**config.mk**
```make
export PLATFORM = sky130hd
export DESIGN_NAME = lpc_frame_scheduler_flat
export DESIGN_NICKNAME = d
export VERILOG_FILES = /design/src/rtl/lpc_frame_scheduler_if.sv /design/src/rtl/lpc_frame_scheduler.sv /design/src/flat_wrapper.sv
export SDC_FILE = /design/constraint.sdc
export NUM_CORES = 1
export LEC_CHECK = 0
export ABC_CLOCK_PERIOD_IN_PS = 2900
export CORE_MARGIN = 1.5
export CORE_UTILIZATION = 25
export CTS_CLUSTER_SIZE = 40
export DETAILED_ROUTE_END_ITERATION = 16
export MAX_ROUTING_LAYER = met4
export PLACE_DENSITY = 0.55
export SLEW_MARGIN = 20
export SYNTH_ARGS = -nofsm -noshare
export SYNTH_HDL_FRONTEND = slang
export SYNTH_SLANG_ARGS = --single-unit
```
**constraint.sdc**
```tcl
create_clock -name clk -period 2.9 [get_ports clk]
set_input_delay 0.435 -clock clk [delete_from_list [all_inputs] [get_ports clk]]
set_output_delay 0.435 -clock clk [all_outputs]
set_load 0.02 [all_outputs]
```
**src/rtl/lpc_frame_scheduler_if.sv**
```systemverilog
// Handshake and coefficient-memory bus between the LPC frame scheduler
// and its surroundings (frame buffer, autocorrelation, levinson, host).
interface lpc_frame_scheduler_if;
  logic        frame_valid;
  logic        frame_ack;
  logic        ac_start;
  logic        ac_done;
  logic        lev_reset;
  logic        lev_ready;
  logic [9:0]  lev_rsel;
  logic [9:0]  host_rsel;
  logic [9:0]  mem_rsel;
  logic [31:0] mem_rdata;
  logic [31:0] host_rdata;
  logic        host_grant;
  logic        coef_valid;
  logic        coef_release;
  logic        busy;
  logic [15:0] frame_count;
  logic        err_timeout;

  modport master (
    input  frame_valid, ac_done, lev_ready, lev_rsel, host_rsel, mem_rdata, coef_release,
    output frame_ack, ac_start, lev_reset, mem_rsel, host_rdata, host_grant, coef_valid,
           busy, frame_count, err_timeout
  );

  modport slave (
    output frame_valid, ac_done, lev_ready, lev_rsel, host_rsel, mem_rdata, coef_release,
    input  frame_ack, ac_start, lev_reset, mem_rsel, host_rdata, host_grant, coef_valid,
           busy, frame_count, err_timeout
  );
endinterface

```
**src/rtl/lpc_frame_scheduler.sv**
```systemverilog
// Per-frame sequencer for the LPC analysis chain: kicks autocorrelation,
// restarts levinson, holds the coefficients for the host and muxes the
// coefficient memory read port. Waits are bounded by a timeout that
// discards the frame and raises a sticky error.
module lpc_frame_scheduler #(
  parameter int LEV_RST_CYCLES = 2,
  parameter int TIMEOUT        = 4095
) (
  input  logic                  clk,
  input  logic                  reset,
  lpc_frame_scheduler_if.master bus
);

  typedef enum logic [2:0] {
    IDLE     = 3'd0,
    AC_START = 3'd1,
    AC_WAIT  = 3'd2,
    LEV_RST  = 3'd3,
    LEV_WAIT = 3'd4,
    HOLD     = 3'd5
  } state_t;

  state_t      state;
  state_t      state_nxt;
  logic [15:0] wait_cnt;
  logic [15:0] rst_cnt;
  logic [15:0] frame_cnt;
  logic        ack_q;
  logic        err_q;
  logic        expired;
  logic        abort;
  logic        inc_frame;
  logic        fire_ack;

  assign expired = (wait_cnt == 16'(TIMEOUT));

  // Next-state decode; completion is tested before expiry so it wins a tie
  always_comb begin
    state_nxt = state;
    abort     = 1'b0;
    inc_frame = 1'b0;
    fire_ack  = 1'b0;
    case (state)
      IDLE:     if (bus.frame_valid) state_nxt = AC_START;
      AC_START: state_nxt = AC_WAIT;
      AC_WAIT: begin
        if (bus.ac_done) begin
          state_nxt = LEV_RST;
          fire_ack  = 1'b1;
        end else if (expired) begin
          state_nxt = IDLE;
          abort     = 1'b1;
          fire_ack  = 1'b1;
        end
      end
      LEV_RST:  if (rst_cnt == 16'd0) state_nxt = LEV_WAIT;
      LEV_WAIT: begin
        // a ready still high from the previous run is ignored on the first cycle
        if (bus.lev_ready && (wait_cnt != 16'd0)) begin
          state_nxt = HOLD;
          inc_frame = 1'b1;
        end else if (expired) begin
          state_nxt = IDLE;
          abort     = 1'b1;
          fire_ack  = 1'b1;
        end
      end
      HOLD:     if (bus.coef_release) state_nxt = IDLE;
      default:  state_nxt = IDLE;
    endcase
  end

  // State register
  always_ff @(posedge clk) begin
    if (reset) state <= IDLE;
    else       state <= state_nxt;
  end

  // Wait counter: zero on entry to any state, counts while waiting
  always_ff @(posedge clk) begin
    if (reset)
      wait_cnt <= 16'd0;
    else if (state_nxt != state)
      wait_cnt <= 16'd0;
    else if ((state == AC_WAIT) || (state == LEV_WAIT))
      wait_cnt <= wait_cnt + 16'd1;
  end

  // Levinson reset down-counter, loaded on entry to LEV_RST
  always_ff @(posedge clk) begin
    if (reset)
      rst_cnt <= 16'd0;
    else if ((state != LEV_RST) && (state_nxt == LEV_RST))
      rst_cnt <= 16'(LEV_RST_CYCLES - 1);
    else if ((state == LEV_RST) && (rst_cnt != 16'd0))
      rst_cnt <= rst_cnt - 16'd1;
  end

  // Completed-frame counter, wraps naturally
  always_ff @(posedge clk) begin
    if (reset)          frame_cnt <= 16'd0;
    else if (inc_frame) frame_cnt <= frame_cnt + 16'd1;
  end

  // Registered frame_ack pulse and sticky timeout flag
  always_ff @(posedge clk) begin
    if (reset) begin
      ack_q <= 1'b0;
      err_q <= 1'b0;
    end else begin
      ack_q <= fire_ack;
      if (abort) err_q <= 1'b1;
    end
  end

  assign bus.ac_start    = (state == AC_START);
  assign bus.frame_ack   = ack_q;
  assign bus.lev_reset   = (state != LEV_WAIT) && (state != HOLD);
  assign bus.host_grant  = (state == IDLE) || (state == HOLD);
  assign bus.coef_valid  = (state == HOLD);
  assign bus.busy        = (state != IDLE);
  assign bus.frame_count = frame_cnt;
  assign bus.err_timeout = err_q;
  assign bus.mem_rsel    = ((state == LEV_RST) || (state == LEV_WAIT)) ? bus.lev_rsel : bus.host_rsel;
  assign bus.host_rdata  = bus.mem_rdata;

endmodule

```
**src/flat_wrapper.sv**
```systemverilog
// flat-port wrapper written by rule: the top's interface ports become plain ports
module lpc_frame_scheduler_flat 
#(
  parameter int LEV_RST_CYCLES = 2,
  parameter int TIMEOUT        = 4095
)
  (clk, reset, bus_frame_valid, bus_ac_done, bus_lev_ready, bus_lev_rsel, bus_host_rsel, bus_mem_rdata, bus_coef_release, bus_frame_ack, bus_ac_start, bus_lev_reset, bus_mem_rsel, bus_host_rdata, bus_host_grant, bus_coef_valid, bus_busy, bus_frame_count, bus_err_timeout);
  lpc_frame_scheduler_if bus_i ();
  input  logic clk;
  input  logic reset;
  input wire logic [$bits(bus_i.frame_valid)-1:0] bus_frame_valid;
  input wire logic [$bits(bus_i.ac_done)-1:0] bus_ac_done;
  input wire logic [$bits(bus_i.lev_ready)-1:0] bus_lev_ready;
  input wire logic [$bits(bus_i.lev_rsel)-1:0] bus_lev_rsel;
  input wire logic [$bits(bus_i.host_rsel)-1:0] bus_host_rsel;
  input wire logic [$bits(bus_i.mem_rdata)-1:0] bus_mem_rdata;
  input wire logic [$bits(bus_i.coef_release)-1:0] bus_coef_release;
  output wire logic [$bits(bus_i.frame_ack)-1:0] bus_frame_ack;
  output wire logic [$bits(bus_i.ac_start)-1:0] bus_ac_start;
  output wire logic [$bits(bus_i.lev_reset)-1:0] bus_lev_reset;
  output wire logic [$bits(bus_i.mem_rsel)-1:0] bus_mem_rsel;
  output wire logic [$bits(bus_i.host_rdata)-1:0] bus_host_rdata;
  output wire logic [$bits(bus_i.host_grant)-1:0] bus_host_grant;
  output wire logic [$bits(bus_i.coef_valid)-1:0] bus_coef_valid;
  output wire logic [$bits(bus_i.busy)-1:0] bus_busy;
  output wire logic [$bits(bus_i.frame_count)-1:0] bus_frame_count;
  output wire logic [$bits(bus_i.err_timeout)-1:0] bus_err_timeout;
  assign bus_i.frame_valid = bus_frame_valid;
  assign bus_i.ac_done = bus_ac_done;
  assign bus_i.lev_ready = bus_lev_ready;
  assign bus_i.lev_rsel = bus_lev_rsel;
  assign bus_i.host_rsel = bus_host_rsel;
  assign bus_i.mem_rdata = bus_mem_rdata;
  assign bus_i.coef_release = bus_coef_release;
  assign bus_frame_ack = bus_i.frame_ack;
  assign bus_ac_start = bus_i.ac_start;
  assign bus_lev_reset = bus_i.lev_reset;
  assign bus_mem_rsel = bus_i.mem_rsel;
  assign bus_host_rdata = bus_i.host_rdata;
  assign bus_host_grant = bus_i.host_grant;
  assign bus_coef_valid = bus_i.coef_valid;
  assign bus_busy = bus_i.busy;
  assign bus_frame_count = bus_i.frame_count;
  assign bus_err_timeout = bus_i.err_timeout;
  lpc_frame_scheduler #(.LEV_RST_CYCLES(LEV_RST_CYCLES), .TIMEOUT(TIMEOUT)) u_core (.clk(clk), .reset(reset), .bus(bus_i));
endmodule
```
Word level (Yosys, flattened, before mapping)

Cells that the tools add are included.

Add/subtract/negate cells: 3
Equal/unequal tests: 11
Muxes and demuxes: 18
Reduce and logical (&&, ||, !) cells: 15

Operators by type and width:

| cell                                                                     | number |
|---|---|
| 16-bit by 1-bit adder with 16-bit output (second input constant)         | 2 |
| 16-bit nonzero test                                                      | 2 |
| 3-bit 2-to-1 mux                                                         | 6 |
| 3-bit case mux with 6 select lines                                       | 1 |
| 16-bit by 12-bit == test with 1-bit output (second input constant)       | 1 |
| 16-bit logical NOT                                                       | 1 |
| 16-bit by 1-bit subtractor with 16-bit output (second input constant)    | 1 |
| 10-bit 2-to-1 mux                                                        | 1 |
| 3-bit by 2-bit == test with 1-bit output (second input constant)         | 3 |
| 1-bit 2-to-1 mux                                                         | 8 |
| 3-bit == test (second input constant)                                    | 2 |
| 3-bit inequality test (second input constant)                            | 2 |
| 1-bit logical AND                                                        | 4 |
| 1-bit case mux with 2 select lines                                       | 2 |
| 2-bit OR reduction                                                       | 2 |
| 3-bit by 1-bit == test with 1-bit output (second input constant)         | 1 |
| 3-bit logical NOT                                                        | 1 |
| 1-bit logical OR                                                         | 3 |
| 3-bit by 2-bit inequality test with 1-bit output (second input constant) | 1 |
| 3-bit inequality test                                                    | 1 |
| 3-bit nonzero test                                                       | 1 |
| 2-bit nonzero test                                                       | 1 |

Register bits: 53
Word-level logic and storage cells: 54

Depth between registers and ports, before layout

Depth in word-level cells: 7
Depth in mapped cells: 9
Mapped depth without buffers: 7

Worst setup path before layout

OpenSTA, ideal clock, no wires.

Path type: register to output
From: reg u_core.state[1]
To: out bus_mem_rsel[0]
Arrival: 1.921 ns
Required time: 2.465 ns
Setup slack: 0.544 ns
Cell stages (with the launch flop): 6
Buffers on the path: 1
Cells stage by stage: dfxtp_1 -> clkbuf_1 -> nand2b_1 -> nor2_1 -> nor2_1 -> mux2_2

Word-level cells in the longest chain between the ends: 3
Elaborated cells between the ends (all ways): 4
Those cells by class: 2 x eq/ne; 1 x mux; 1 x reduce/logical

Ends and longest elaborated chain:

| what                                                                             | line                       | source |
|---|---|---|
| start: declaration                                                               | lpc_frame_scheduler.sv:23  | `state_t state;` |
| start signal: assignment                                                         | lpc_frame_scheduler.sv:76  | `else state <= state_nxt;` |
| 3-bit by 2-bit == test with 1-bit output / 3-bit == test (equally long branches) | lpc_frame_scheduler.sv:124 | `assign bus.mem_rsel = ((state == LEV_RST) \|\| (state == LEV_WAIT)) ? bus.lev_rsel : bus.host_rsel;` |
| 1-bit logical OR *                                                               | lpc_frame_scheduler.sv:124 |  |
| 10-bit 2-to-1 mux *                                                              | lpc_frame_scheduler.sv:124 |  |
| end: declaration                                                                 | flat_wrapper.sv:21         | `output wire logic [$bits(bus_i.mem_rsel)-1:0] bus_mem_rsel;` |

Every way passes the cells marked *; elsewhere a longest branch is shown, timed or not.

Final worst setup path

From: reg u_core.state[1]
To: out bus_mem_rsel[1]

Same word-level chain as after synthesis.

==> results.md <==
Finish:
- The proportion of layout cells with a drive suffix above 1 is 13.20%.
- The cell area after layout is 3889 sq um.
- The number of antenna diodes in the final layout is 0.
- Fill cells in the final layout number 1,287.
- Cells fill 32.11% of the core in the end.
- The area growth from synthesis to layout is 24.57%.
- The number of nets in the finished design is 456.

Global route:
- The global-route wire length before repair is 12.07 mm.
- The number of global-route vias before repair came to 2,545.
- The initial antenna violation count came to 0.
- Entering global routing, the biggest net connects 20 pins.
- For this run, the total global-route usage over all layers was measured as 11.66%.
- Global routing finished with a remaining overflow of 0.

Power:
- Of the total power, combinational logic draws 14.6%.
- The power density over cell area is 458.5 nW/um^2.
- The cell internal power dissipation is 1353 uW.
- The share of total power in sequential cells is 41.8%.
- The part of the power in the clock network is 43.7%.
- The switching power as a share of total power is 24.11%.
- The peak supply drop is 0.3128 mV.
- The reported leakage power is 0.001334 uW.
- In this run the power spent charging and discharging nets is 429.9 uW.

Route:
- In this run the remaining antenna-violating nets after routing total 0.
- Dividing the detail-routed via count by the number of cells gives 4.630.
- The total met2 wirelength after detailed routing is 3.417 mm.
- After detailed routing, the met3 layer carries 345 um of wire.
- The DRC violation count after routing is 0.
- Summed over all layers, the routed wires come to 7.312 mm.
- Dividing the detail-routed wire length by the instance count gives 13.01 um.
- The highest layer used for signal routing is met4.
- The routed layout has 2,602 vias.
- The detailed router finished its first iteration with 96 violations.
- The first-pass iteration count of the detailed router is 4.
- The detailed router put a total of 3.473 mm of wire on met1.

Yosys:
- The post-synthesis simple-gate area fraction is 23.77%.
- After synthesis, flip-flops and latches occupy 33.99% of the total area.
- The area share of the largest cell type after synthesis is 33.99%.
- During synthesis, Yosys emitted a total of 0 warnings.
- The number of register bits inferred by synthesis is 53.
- For this run, the leading register cell type out of synthesis is dfxtp_1.
- In the synthesized netlist, mux cells make up 4.289% of the area.
- The cell accounting for the most synthesized area is dfxtp_1.
- Synthesis handed over a netlist of 360 instances.
- The async set-or-reset flop fraction in the synthesized netlist is 0%.
- The synthesized area divided by synthesized cell count is 8.672 sq um.
- The synthesized-area fraction occupied by xor and xnor cells is 8.697%.
- The arithmetic-cell share of the synthesized area counting full adders, half adders and majority gates is 2.004%.
- The number of enable-type register cells in the synthesized netlist is 0.
- Counting instances in the post-synthesis netlist gives the leading cell types as 53 x dfxtp_1, 32 x buf_4, 31 x nor2_1.
- Synthesis produced a netlist with a net count of 423.
- The complex-gate fraction of the synthesized area is 15.59%.
- The number of distinct standard cells referenced by the synthesized netlist is 49.
- The dominant combinational cell family by area after synthesis is simple AND/OR/NAND/NOR gates.
- In the post-synthesis netlist, the cell with the most instances is dfxtp_1.
- In the post-synthesis netlist, the biggest area contributors are dfxtp_1 34%, buf_4 7.7%, xor2_1 6.2%.
- After synthesis the cells add up to 3122 sq um.

Placed design:
- The placer congestion estimate is 0.8297.
- The half-perimeter wire length after placement is 5.537 mm.
- Buffers placed on the I/O ports in this run total 58.
- Once placement finished, the instance area stood at 3695 sq um.
- Prior to clock tree synthesis, the placed netlist has a worst setup slack of 0.4546 ns.

Worst hold path:
- The worst hold path passes through 2 cells.
- The tightest min-delay check is of the register to register type.
- For hold timing, the worst endpoint is u_core.rst_cnt[7]$_SDFFE_PP0P_.
- The launch point of the worst hold path is u_core.rst_cnt[7]$_SDFFE_PP0P_.

Clock tree:
- The TritonCTS sink count is 53.
- The clock latency reported for the late side of the worst-skew pair is 0.29 ns.
- The total of cells resized after clock tree synthesis is 0.
- Counting the buffers created by CTS gives 5.
- The clock transition at the registers of the reported paths is 0.07 ns.
- The maximum clock insertion buffer count is 2.
- Buffers added to address setup during post-CTS repair amount to 0.
- The number of hold buffers added after cts is 0.
- In this run the number of H-tree levels came out at 2.
- TritonCTS built the clock tree.
- The buffer type at the clock tree root is clkbuf_16.

Flow run:
- The number of maximum-capacitance violations is 0.

Worst setup path:
- Of all nets on the critical path, the largest fanout is 10.
- The required arrival time at the worst endpoint is 2.47 ns.
- Traced cell by cell, the critical path runs through nand2b_1 -> nor2_1 -> nor2_1 -> buf_4 -> mux2_2 -> clkdlybuf4s50_1.
- The endpoint identified for the worst register-to-register timing path is u_core.wait_cnt[2]$_SDFFE_PP0P_.
- The most critical setup path has its startpoint at u_core.state[1]$_SDFF_PP0_.
- For the worst flop-to-flop path, the logic depth is 6.
- The setup check on the worst reg-to-reg path leaves a slack of 0.45 ns.
- The startpoint identified for the worst register-to-register timing path is u_core.wait_cnt[3]$_SDFFE_PP0P_.
- The category of the most critical setup path is register to output pin.
- The category of the worst setup path capture point is an output pin.
- Data on the critical path arrives at its endpoint at 2.32 ns.
- The slowest stage of the critical path is the clkdlybuf4s50_1 cell.
- The largest stage delay on the critical path is 0.54 ns.
- STA classifies the critical path startpoint as a register.
- Counting stages on the worst path, the most repeated cell is nor2_1.

Die:
- For this configuration, the core starts out at a cell density of 25.77%.
- The overall die width is 114.7 um.
- During I/O placement, the number of pins put on the boundary was 123.
- Measured along the y axis, the die boundary spans 114.7 um.
- The die area is 13,170 sq um.
- The core box area is 12,110 sq um.
- The row count is 40.

Timing:
- After layout, the worst setup slack is 0.1463 ns.
- Hold is met by 0.4899 ns.
- The maximum clock rate is 363.1 MHz.
- Clock skew on the completed layout was measured at 0.009291 ns.
- At the pin with the least slew margin, the transition time is 0.6405 ns.
- Headroom to the max-slew limit came out at 57.01%.
- The total setup violations reported at the end of the flow is 0.
- The hold violation total from the final report is 0.
- Dividing the final minimum period by the clock period gives 94.96%.
- For the final routed database, the setup TNS stands at 0 ns.
- The final critical-path required period is 2.754 ns.
- The max-slew violation total from the final report was 0.
- Setup repair after global routing left no endpoint under its margin.

Run status:
- The flow ran to the end, and the final reports show no timing, DRC or antenna violations.
## power groups by stage
stage          Sequential (uW)  Combinational [uW]  Clock (uW)
3_3_place_gp               762                 259           0
4_1_cts                    745                 262         792
5_1_grt                    747                 282         823
2_1_floorplan              757                 224           0
6_report                   745                 259         778
3_5_place_dp               762                 261           0
## layer usage
metal / global-route usage [%] / vias to the layer above
met1: 14.36 / 1199
li1: - / 1324
met4: 3.128 / 0
met2: 19.60 / 69
met3: 2.214 / 10
met5: - / -
## kinds of logic after synthesis
| kind of cell | after synthesis |
|---|---|
| and+or+nand+nor | 136 |
| AOI/OAI and AO/OA | 65 |
| buffers and inverters | 58 |
| DFF | 53 |
| xor gates and xnor gates | 31 |
| muxes | 12 |
| adders and majority gates | 5 |
## flip-flops by register name (all words and copies together), names as in the netlist
register                cells
u_core.bus.err_timeout      1
u_core.bus.frame_ack        1
u_core.rst_cnt             16
u_core.state                3
u_core.wait_cnt            16
u_core.bus.frame_count     16
## metrics by stage
| step | total power [uW] | cells |
|---|---|---|
| 6_report | 1783 | 562 |
| 5_1_grt | 1852 | 562 |
| 4_1_cts | 1799 | 562 |
| 3_5_place_dp | 1023 | 554 |
| 3_3_place_gp | 1021 | 554 |
| 2_1_floorplan | 980.8 | 360 |
## worst max-delay path by stage
stage          depth (start not counted)               to
6_report                               6  bus_mem_rsel[1]
5_1_grt                                6  bus_mem_rsel[9]
4_1_cts                                6  bus_mem_rsel[1]
3_5_place_dp                           6  bus_mem_rsel[1]
3_3_place_gp                           6  bus_mem_rsel[7]
2_1_floorplan                          5  bus_mem_rsel[0]
## placed cells by master, fill, tap and decap left out, types with 10 or more instances in the layout
cell type | synthesis | routed
a211oi_2 | 10 | 10
o21ai_0 | 14 | 14
nor2_1 | 31 | 31
dfxtp_1 | 53 | 53
nand3_1 | 13 | 13
mux2_2 | 11 | 11
inv_1 | 13 | 13
nand4_1 | 14 | 14
xor2_1 | 22 | 22
nand2_1 | 22 | 22
or3_1 | 14 | 14
a21oi_1 | 22 | 22
buf_4 | 32 | 13
clkdlybuf4s50_1 | 0 | 58
## layout make-up
| class | instances | area [sq um] | share of cell area (%) |
|---|---|---|---|
| clock inverters | 3 | 68.82 | 1.770 |
| repair buffers | 71 | 678.2 | 17.44 |
| clock buffers | 5 | 125.1 | 3.218 |
| multi-input cells | 249 | 1697 | 43.63 |
| inverters | 13 | 48.80 | 1.255 |
| flip-flops and latches | 53 | 1061 | 27.28 |
| well taps | 168 | 210.2 | 5.405 |
## worst max-delay path, delay by kind of cell (launching register included)
family	cells	cell delay (ns)
AND/OR/NAND/NOR	3	0.42
buffers and inverters	2	0.74
multiplexers	1	0.35
flip-flops	1	0.52
Power figures use the tool's default switching activity.
